--- config.mk ---
export PLATFORM = sky130hd
export DESIGN_NAME = sccb_cfg_sequencer_flat
export DESIGN_NICKNAME = d
export VERILOG_FILES = /design/src/rtl/sccb_cfg_sequencer_if.sv /design/src/rtl/sccb_cfg_sequencer.sv /design/src/flat_wrapper.sv
export SDC_FILE = /design/constraint.sdc
export NUM_CORES = 1
export LEC_CHECK = 0
export ABC_AREA = 1
export CORE_MARGIN = 1.5
export CORE_UTILIZATION = 44
export CTS_BUF_LIST = sky130_fd_sc_hd__clkbuf_8
export DETAILED_ROUTE_END_ITERATION = 8
export GPL_TIMING_DRIVEN = 0
export PLACE_DENSITY = 0.72
export SLEW_MARGIN = 20
export SYNTH_ARGS = -nofsm -noshare
export SYNTH_HDL_FRONTEND = slang
export SYNTH_SLANG_ARGS = --single-unit
export TNS_END_PERCENT = 20
--- constraint.sdc ---
create_clock -name clk_i -period 2.74 [get_ports clk_i]
set_input_delay 0.411 -clock clk_i [delete_from_list [all_inputs] [get_ports clk_i]]
set_output_delay 0.411 -clock clk_i [all_outputs]
set_load 0.03 [all_outputs]
--- src/rtl/sccb_cfg_sequencer_if.sv ---
// Request/response bundle between the configuration sequencer and the shared I2C master core.
// The sequencer holds the request fields steady while req is high; the core answers with a one-cycle done pulse.
interface sccb_cfg_sequencer_if;
  logic       req;
  logic       rw;
  logic [7:0] dev;
  logic [7:0] regAddr;
  logic [7:0] wdata;
  logic       done;
  logic       nack;
  logic [7:0] rdata;

  modport master (
    output req, rw, dev, regAddr, wdata,
    input  done, nack, rdata
  );

  modport slave (
    input  req, rw, dev, regAddr, wdata,
    output done, nack, rdata
  );
endinterface

--- src/rtl/sccb_cfg_sequencer.sv ---
// Walks the camera register LUT and issues one SCCB transaction per entry: reads for the ID entries, writes for the rest.
// Covers the power-up delay, the wait after a sensor soft reset, NACK retries and the ID check.
module sccb_cfg_sequencer #(
  parameter logic [19:0] INIT_DELAY = 20'd1000000,
  parameter logic [19:0] RESET_WAIT = 20'd50000,
  parameter logic [7:0]  READ_NUM   = 8'd2,
  parameter logic [2:0]  MAX_RETRY  = 3'd3,
  parameter logic [7:0]  DEV_ADDR   = 8'h42
) (
  input  logic                        clk_i,
  input  logic                        rst_i,
  input  logic                        cfg_restart_i,
  output logic [7:0]                  lut_index_o,
  input  logic [15:0]                 lut_data_i,
  input  logic [7:0]                  lut_size_i,
  sccb_cfg_sequencer_if.master        bus,
  output logic                        cfg_done_o,
  output logic                        cfg_error_o,
  output logic                        id_mismatch_o
);

  typedef enum logic [2:0] {
    INIT, LOAD, ISSUE, XFER, RWAIT, NEXT, DONE, ERROR
  } state_t;

  state_t      state_q, state_d;
  logic [7:0]  lutIndex_q, lutIndex_d;
  logic        req_q, req_d;
  logic        rw_q, rw_d;
  logic [7:0]  dev_q, dev_d;
  logic [7:0]  reg_q, reg_d;
  logic [7:0]  wdata_q, wdata_d;
  logic        done_q, done_d;
  logic        error_q, error_d;
  logic        mismatch_q, mismatch_d;
  logic [19:0] delayCnt_q, delayCnt_d;
  logic [2:0]  retryCnt_q, retryCnt_d;
  logic        issueRead;

  assign issueRead = (lutIndex_q < READ_NUM);

  always_ff @(posedge clk_i) begin
    if (rst_i) begin
      state_q    <= INIT;
      lutIndex_q <= '0;
      req_q      <= 1'b0;
      rw_q       <= 1'b0;
      dev_q      <= DEV_ADDR;
      reg_q      <= '0;
      wdata_q    <= '0;
      done_q     <= 1'b0;
      error_q    <= 1'b0;
      mismatch_q <= 1'b0;
      delayCnt_q <= '0;
      retryCnt_q <= '0;
    end else begin
      state_q    <= state_d;
      lutIndex_q <= lutIndex_d;
      req_q      <= req_d;
      rw_q       <= rw_d;
      dev_q      <= dev_d;
      reg_q      <= reg_d;
      wdata_q    <= wdata_d;
      done_q     <= done_d;
      error_q    <= error_d;
      mismatch_q <= mismatch_d;
      delayCnt_q <= delayCnt_d;
      retryCnt_q <= retryCnt_d;
    end
  end

  always_comb begin
    state_d    = state_q;
    lutIndex_d = lutIndex_q;
    req_d      = req_q;
    rw_d       = rw_q;
    dev_d      = dev_q;
    reg_d      = reg_q;
    wdata_d    = wdata_q;
    done_d     = done_q;
    error_d    = error_q;
    mismatch_d = mismatch_q;
    delayCnt_d = delayCnt_q;
    retryCnt_d = retryCnt_q;

    unique case (state_q)
      INIT: begin
        if (delayCnt_q == INIT_DELAY - 20'd1) begin
          delayCnt_d = '0;
          if (lut_size_i == 8'd0) begin
            state_d = DONE;
            done_d  = 1'b1;
          end else begin
            state_d = LOAD;
          end
        end else begin
          delayCnt_d = delayCnt_q + 20'd1;
        end
      end
      LOAD: state_d = ISSUE;
      ISSUE: begin
        reg_d   = lut_data_i[15:8];
        wdata_d = lut_data_i[7:0];
        rw_d    = issueRead;
        dev_d   = DEV_ADDR | {7'd0, issueRead};
        req_d   = 1'b1;
        state_d = XFER;
      end
      XFER: begin
        // A response is only acted on here; a stray done seen in any other state is dropped.
        if (bus.done) begin
          req_d = 1'b0;
          if (bus.nack) begin
            if (retryCnt_q < MAX_RETRY) begin
              retryCnt_d = retryCnt_q + 3'd1;
              state_d    = ISSUE;
            end else begin
              state_d = ERROR;
              error_d = 1'b1;
            end
          end else begin
            retryCnt_d = '0;
            if (rw_q) begin
              if (bus.rdata != wdata_q) mismatch_d = 1'b1;
              state_d = NEXT;
            end else if (reg_q == 8'h12 && wdata_q[7]) begin
              state_d = RWAIT;
            end else begin
              state_d = NEXT;
            end
          end
        end
      end
      RWAIT: begin
        if (delayCnt_q == RESET_WAIT - 20'd1) begin
          delayCnt_d = '0;
          state_d    = NEXT;
        end else begin
          delayCnt_d = delayCnt_q + 20'd1;
        end
      end
      NEXT: begin
        if (lutIndex_q == lut_size_i - 8'd1) begin
          state_d = DONE;
          done_d  = 1'b1;
        end else begin
          lutIndex_d = lutIndex_q + 8'd1;
          state_d    = LOAD;
        end
      end
      DONE:    done_d  = 1'b1;
      ERROR:   error_d = 1'b1;
      default: state_d = INIT;
    endcase

    // Restart overrides whatever the walk was doing; an in-flight byte is left to the master to finish.
    if (cfg_restart_i) begin
      state_d    = INIT;
      delayCnt_d = '0;
      retryCnt_d = '0;
      lutIndex_d = '0;
      done_d     = 1'b0;
      error_d    = 1'b0;
      mismatch_d = 1'b0;
      req_d      = 1'b0;
    end
  end

  assign lut_index_o   = lutIndex_q;
  assign bus.req       = req_q;
  assign bus.rw        = rw_q;
  assign bus.dev       = dev_q;
  assign bus.regAddr   = reg_q;
  assign bus.wdata     = wdata_q;
  assign cfg_done_o    = done_q;
  assign cfg_error_o   = error_q;
  assign id_mismatch_o = mismatch_q;

endmodule
--- src/flat_wrapper.sv ---
// flat-port wrapper written by rule: the top's interface ports become plain ports
module sccb_cfg_sequencer_flat 
#(
  parameter logic [19:0] INIT_DELAY = 20'd1000000,
  parameter logic [19:0] RESET_WAIT = 20'd50000,
  parameter logic [7:0]  READ_NUM   = 8'd2,
  parameter logic [2:0]  MAX_RETRY  = 3'd3,
  parameter logic [7:0]  DEV_ADDR   = 8'h42
)
  (clk_i, rst_i, cfg_restart_i, lut_index_o, lut_data_i, lut_size_i, cfg_done_o, cfg_error_o, id_mismatch_o, bus_req, bus_rw, bus_dev, bus_regAddr, bus_wdata, bus_done, bus_nack, bus_rdata);
  sccb_cfg_sequencer_if bus_i ();
  input  logic clk_i;
  input  logic rst_i;
  input  logic cfg_restart_i;
  output logic [7:0] lut_index_o;
  input  logic [15:0] lut_data_i;
  input  logic [7:0] lut_size_i;
  output logic cfg_done_o;
  output logic cfg_error_o;
  output logic id_mismatch_o;
  output wire logic [$bits(bus_i.req)-1:0] bus_req;
  output wire logic [$bits(bus_i.rw)-1:0] bus_rw;
  output wire logic [$bits(bus_i.dev)-1:0] bus_dev;
  output wire logic [$bits(bus_i.regAddr)-1:0] bus_regAddr;
  output wire logic [$bits(bus_i.wdata)-1:0] bus_wdata;
  input wire logic [$bits(bus_i.done)-1:0] bus_done;
  input wire logic [$bits(bus_i.nack)-1:0] bus_nack;
  input wire logic [$bits(bus_i.rdata)-1:0] bus_rdata;
  assign bus_req = bus_i.req;
  assign bus_rw = bus_i.rw;
  assign bus_dev = bus_i.dev;
  assign bus_regAddr = bus_i.regAddr;
  assign bus_wdata = bus_i.wdata;
  assign bus_i.done = bus_done;
  assign bus_i.nack = bus_nack;
  assign bus_i.rdata = bus_rdata;
  sccb_cfg_sequencer #(.INIT_DELAY(INIT_DELAY), .RESET_WAIT(RESET_WAIT), .READ_NUM(READ_NUM), .MAX_RETRY(MAX_RETRY), .DEV_ADDR(DEV_ADDR)) u_core (.clk_i(clk_i), .rst_i(rst_i), .cfg_restart_i(cfg_restart_i), .lut_index_o(lut_index_o), .lut_data_i(lut_data_i), .lut_size_i(lut_size_i), .bus(bus_i), .cfg_done_o(cfg_done_o), .cfg_error_o(cfg_error_o), .id_mismatch_o(id_mismatch_o));
endmodule
# [Word level (Yosys, flattened, before mapping)]
# Index checks and enable logic that the tools add are counted.
[totals] reg_bits=55 input_bits=37 output_inout_bits=37 wordCells=80
[classes] addsub=4 order_cmp=2 n_eq_ne=20 muxes=25 bitwise=2 n_reduce_logical=16
[op_table] op="$mux W20" count=2
[op_table] op="$pmux W20 S2" count=1
[op_table] op="$mux W3" count=10
[op_table] op="$add A20 B1 Y20 const B" count=1
[op_table] op="$eq A20 B16 Y1 const B" count=1
[op_table] op="$eq A20 B20 Y1 const B" count=1
[op_table] op="$pmux W3 S6" count=1
[op_table] op="$eq A3 B3 Y1 const B" count=4
[op_table] op="$reduce_and A4 Y1" count=3
[op_table] op="$ne A2 B1 Y1 const B" count=5
[op_table] op="$add A8 B1 Y8 const B" count=1
[op_table] op="$eq A8 B5 Y1 const B" count=1
[op_table] op="$eq A8 B8 Y1" count=1
[op_table] op="$logic_not A8 Y1" count=1
[op_table] op="$lt A8 B2 Y1 const B" count=1
[op_table] op="$mux W1" count=8
[op_table] op="$ne A8 B8 Y1" count=1
[op_table] op="$sub A8 B1 Y8 const B" count=1
[op_table] op="$eq A3 B2 Y1 const B" count=2
[op_table] op="$ne A2 B2 Y1 const B" count=3
[op_table] op="$reduce_bool A2 Y1" count=3
[op_table] op="$reduce_bool A6 Y1" count=1
[op_table] op="$reduce_and A5 Y1" count=1
[op_table] op="$pmux W1 S2" count=2
[op_table] op="11 further kinds" count=13

# [Depth between registers and ports, before layout]
[depth] ltp_word=7 depth_mapped=15

# [Worst setup path after synthesis]
# Ideal clock, no wire load.
[synth_path] path_type="in2reg" startpoint="input port lut_size_i[0]" endpoint="register u_core.state_q[0]" t_arrival_ns=1.655 slack_ns=0.953 cell_stages=15 n_path_buf=1 path_cell_list="inv_1 -> ha_1 -> nand2_1 -> inv_1 -> nor2_1 -> nand2_1 -> nor2_1 -> nand3_1 -> nor2_1 -> nand2_1 -> nand2_1 -> buf_4 -> nand2_1 -> nand2_1 -> a21oi_1"
[synth_between] elab_chain_len=4 word_cells_on_any_way=7
[synth_lines] item="from (decl)" line_no="flat_wrapper.sv:17" source="input logic [7:0] lut_size_i;"
[synth_lines] item="$sub A8 B1 Y8 / $logic_not A8 Y1 (equally long branches)" line_no="sccb_cfg_sequencer.sv:143, sccb_cfg_sequencer.sv:90"
[synth_lines] item="$eq A8 B8 Y1 / $mux W3 (equally long branches)" line_no="sccb_cfg_sequencer.sv:143, sccb_cfg_sequencer.sv:90"
[synth_lines] item="$mux W3, on equally long branches" line_no="sccb_cfg_sequencer.sv:143, sccb_cfg_sequencer.sv:88"
[synth_lines] item="$pmux W3 S6 *" line_no="sccb_cfg_sequencer.sv:86" source="unique case (state_q)"
[synth_lines] item="to (signal assigned)" line_no="sccb_cfg_sequencer.sv:57" source="state_q <= state_d;"
[synth_lines] item="to (decl)" line_no="sccb_cfg_sequencer.sv:26" source="state_t state_q, state_d;"
# Mark *: on every way between the ends. The rest lies on a longest branch, timed or not. The select of a mux whose other input is x is not followed.
# A chain may end at the register's enable or synchronous reset.

# [Worst setup path in the final report]
# Ends and elaborated chain as after synthesis.

==> impl_metrics.ini <==
[outcome]
outcome = completed

[floorplanning]
io_pins = 74
floorplan.core_area_um2 = 6790
std_cell_rows = 30
dieArea_um2 = 7580
dieHeight_um = 87.0
initial_core_util = 0.457
die_w_um = 87.0

[timing]
slew_headroom = 0.613
tns_ns = 0
min_period_over_period = 0.807
min_period_ns = 2.21
fin_ws_ns = 0.529
worstMarginPinSlew_ns = 0.581
setup_viol = 0
hold_viol = 0
rsz0062_at_grt = no
finalMaxSlewViolations = 0
skew_ns = 0.00716
clock.fmax_mhz = 452

[routing]
drt-initial-drc-count = 147
wire_per_inst_um = 11.7
dr.pass1.iters = 4
ant_nets = 0
wl_mm = 7.39
drc_errors = 0
avgViaCountPerCell = 4.81
vias = 3052

[global_routing]
grt_usage = 0.202
grt_pass1_vias = 2775
grt_first_pass_wirelength_mm = 12.4
grt_max_degree = 16
grt-ovfl-total = 0
antenna_found_initial = 0

[worst_setup_path]
r2r_slack_ns = 0.93
rr_startpoint = u_core.delayCnt_q[0]$_SDFFE_PP0P_
arrival_ns = 2.38
start_kind = input port
crit_path_max_fanout = 10
r2r_cells = 12
timing.rr.end = u_core.state_q[1]$_SDFFE_PP0P_
crit_path_start = lut_size_i[0]
required_ns = 2.90
crit_type = input port to flip-flop
crit_path_end_kind = flip-flop

[job]
drv_cap = 0

[cells_and_area]
diodes = 0
finish.instance_area_um2 = 4000
fin_nets = 580
syn2layout_area_growth_pct = 28.7
final_layout_size_suffix_gt1_frac = 0.0669
fin_util = 0.589

[clocking]
cts_buffers = 5
postCtsHoldBufs = 0
cts_tree = yes
cts_buffer_depth = 2
cts_max_level = 2
cts.sink_count = 55
cts_resized = 0
clk_latency_ns = 0.30
clk_pin_slew_ns = 0.09
cts_root_buf = clkbuf_8
post_cts_buffers = 0

[power]
power_uw = 1540
vdd_drop_max_mv = 0.222
power_leakage_uw = 0.00151
powerDensity_nw_per_um2 = 386

[worst_hold_path]
min_to = u_core.retryCnt_q[2]$_SDFFE_PP0P_
hold_depth = 2
holdCritStartpoint = u_core.retryCnt_q[2]$_SDFFE_PP0P_
min_path_type = flip-flop to flip-flop

[logic_synthesis]
synth.distinct_cells = 33
avgSynthCellArea_um2 = 6.74
ys_ff_latch = 55
yosysSeqAreaShare = 0.354
yosys_warnings = 0
synth_cells = 461
syn_area_um2 = 3110

[place]
place_ws_ns = 0.207
hpwl_mm = 5.72
place_area_um2 = 3900
place_congestion = 0.879
io_buffer_count = 65
[per-layer routing]
layer  GRT usage  routed length (µm)
met1       0.272                3540
met2       0.344                3470
met3      0.0294                 339
met4      0.0425                  48
met5           0                   0
[cell usage after synthesis]
cell type	instances	area share
nand4_1	10	0.020
o211a_1	1	0.0032
clkbuf_2	1	0.0016
or2_1	1	0.0020
ha_1	5	0.020
dfxtp_1	55	0.35
nor2_2	4	0.0081
nand3b_1	1	0.0024
a211oi_1	2	0.0048
nand3_1	30	0.048
o21a_1	1	0.0024
buf_2	4	0.0064
nor3_2	2	0.0064
xor2_1	16	0.045
conb_1	2	0.0024
nor3_1	8	0.013
or2_0	1	0.0020
nor2_4	3	0.011
nor2_1	59	0.071
a21oi_1	36	0.058
nor3b_1	2	0.0048
clkbuf_1	7	0.0085
inv_2	1	0.0012
xnor2_1	14	0.039
o211ai_1	2	0.0048
o21bai_1	1	0.0024
inv_1	47	0.057
nor4_1	4	0.0081
nand2_1	114	0.14
nand2_2	5	0.010
o21ai_0	11	0.018
buf_4	10	0.024
o21ai_1	1	0.0016
[cells by family after synthesis]
| kind of cell | count (synthesis) | share of synthesized area |
|---|---|---|
| flip-flops | 55 | 0.354 |
| AND/OR/NAND/NOR | 244 | 0.345 |
| buffers and inverters | 70 | 0.0986 |
| XOR/XNOR | 30 | 0.0845 |
| adder cells (fa/ha/maj) | 5 | 0.0201 |
| other | 2 | 0.00242 |
| AO/OA/AOI/OAI | 55 | 0.0950 |
[layout make-up]
class | count | area [µm²]
Clock buffer | 5 | 68.8
Inverter | 48 | 180
Sequential cell | 55 | 1100
Tap cell | 96 | 120
Timing Repair Buffer | 65 | 651
Buffer | 22 | 126
Clock inverter | 2 | 33.8
Fill cell | 631 | 2790
Multi-Input combinational cell | 341 | 1720
[state kept, by name (all words and copies together), names as in the netlist, 3 cells and up]
register / count
u_core.bus.regAddr: 8
u_core.bus.wdata: 8
u_core.delayCnt_q: 20
u_core.lut_index_o: 8
u_core.retryCnt_q: 3
u_core.state_q: 3
[power breakdown]
group	total [µW]	switching, µW	internal, µW
clock	513	248	265
combinational	212	114	97.9
sequential	819	10.2	809
[per-stage QoR]
| stage | hold slack [ns] | instances |
|---|---|---|
| 6_report | 0.457 | 634 |
| 2_1_floorplan | 0.427 | 466 |
| 3_5_place_dp | 0.445 | 627 |
| 4_1_cts | 0.460 | 634 |
| 5_1_grt | 0.481 | 634 |
| 3_3_place_gp | 0.437 | 627 |
[cell usage in the layout, fill, tap and decap left out, types with 3 or more instances in the layout]
cell type / instances
a21oi_1: 36
buf_2: 4
buf_4: 10
clkbuf_1: 7
clkbuf_8: 5
clkdlybuf4s50_1: 65
conb_1: 7
dfxtp_1: 55
ha_1: 5
inv_1: 48
nand2_1: 114
nand2_2: 5
nand3_1: 30
nand4_1: 10
nor2_1: 59
nor2_2: 4
nor2_4: 3
nor3_1: 8
nor4_1: 4
o21ai_0: 11
xnor2_1: 14
xor2_1: 16
[worst max-delay path by stage]
stage                                                     to  depth (start not counted)  slack, ns
after global placement        u_core.state_q[0]$_SDFFE_PP0P_                         16       0.26
after floorplan               u_core.state_q[0]$_SDFFE_PP0P_                         15       0.95
after global routing      u_core.lut_index_o[3]$_SDFFE_PP0P_                         15       0.29
final                         u_core.state_q[0]$_SDFFE_PP0P_                         16       0.53
after detailed placement      u_core.state_q[0]$_SDFFE_PP0P_                         16       0.21
after CTS                     u_core.state_q[0]$_SDFFE_PP0P_                         16       0.53
[critical path, cell delays in order]
cell and delay [ns]:
clkdlybuf4s50_1 0.48, inv_1 0.10, ha_1 0.32, nand2_1 0.07, inv_1 0.04, nor2_1 0.08
nand2_1 0.07, nor2_1 0.10, nand3_1 0.07, nor2_1 0.15, nand2_1 0.07, nand2_1 0.08
buf_4 0.17, nand2_1 0.06, nand2_1 0.05, a21oi_1 0.05
Note: power is estimated with default switching activity, not from simulation.
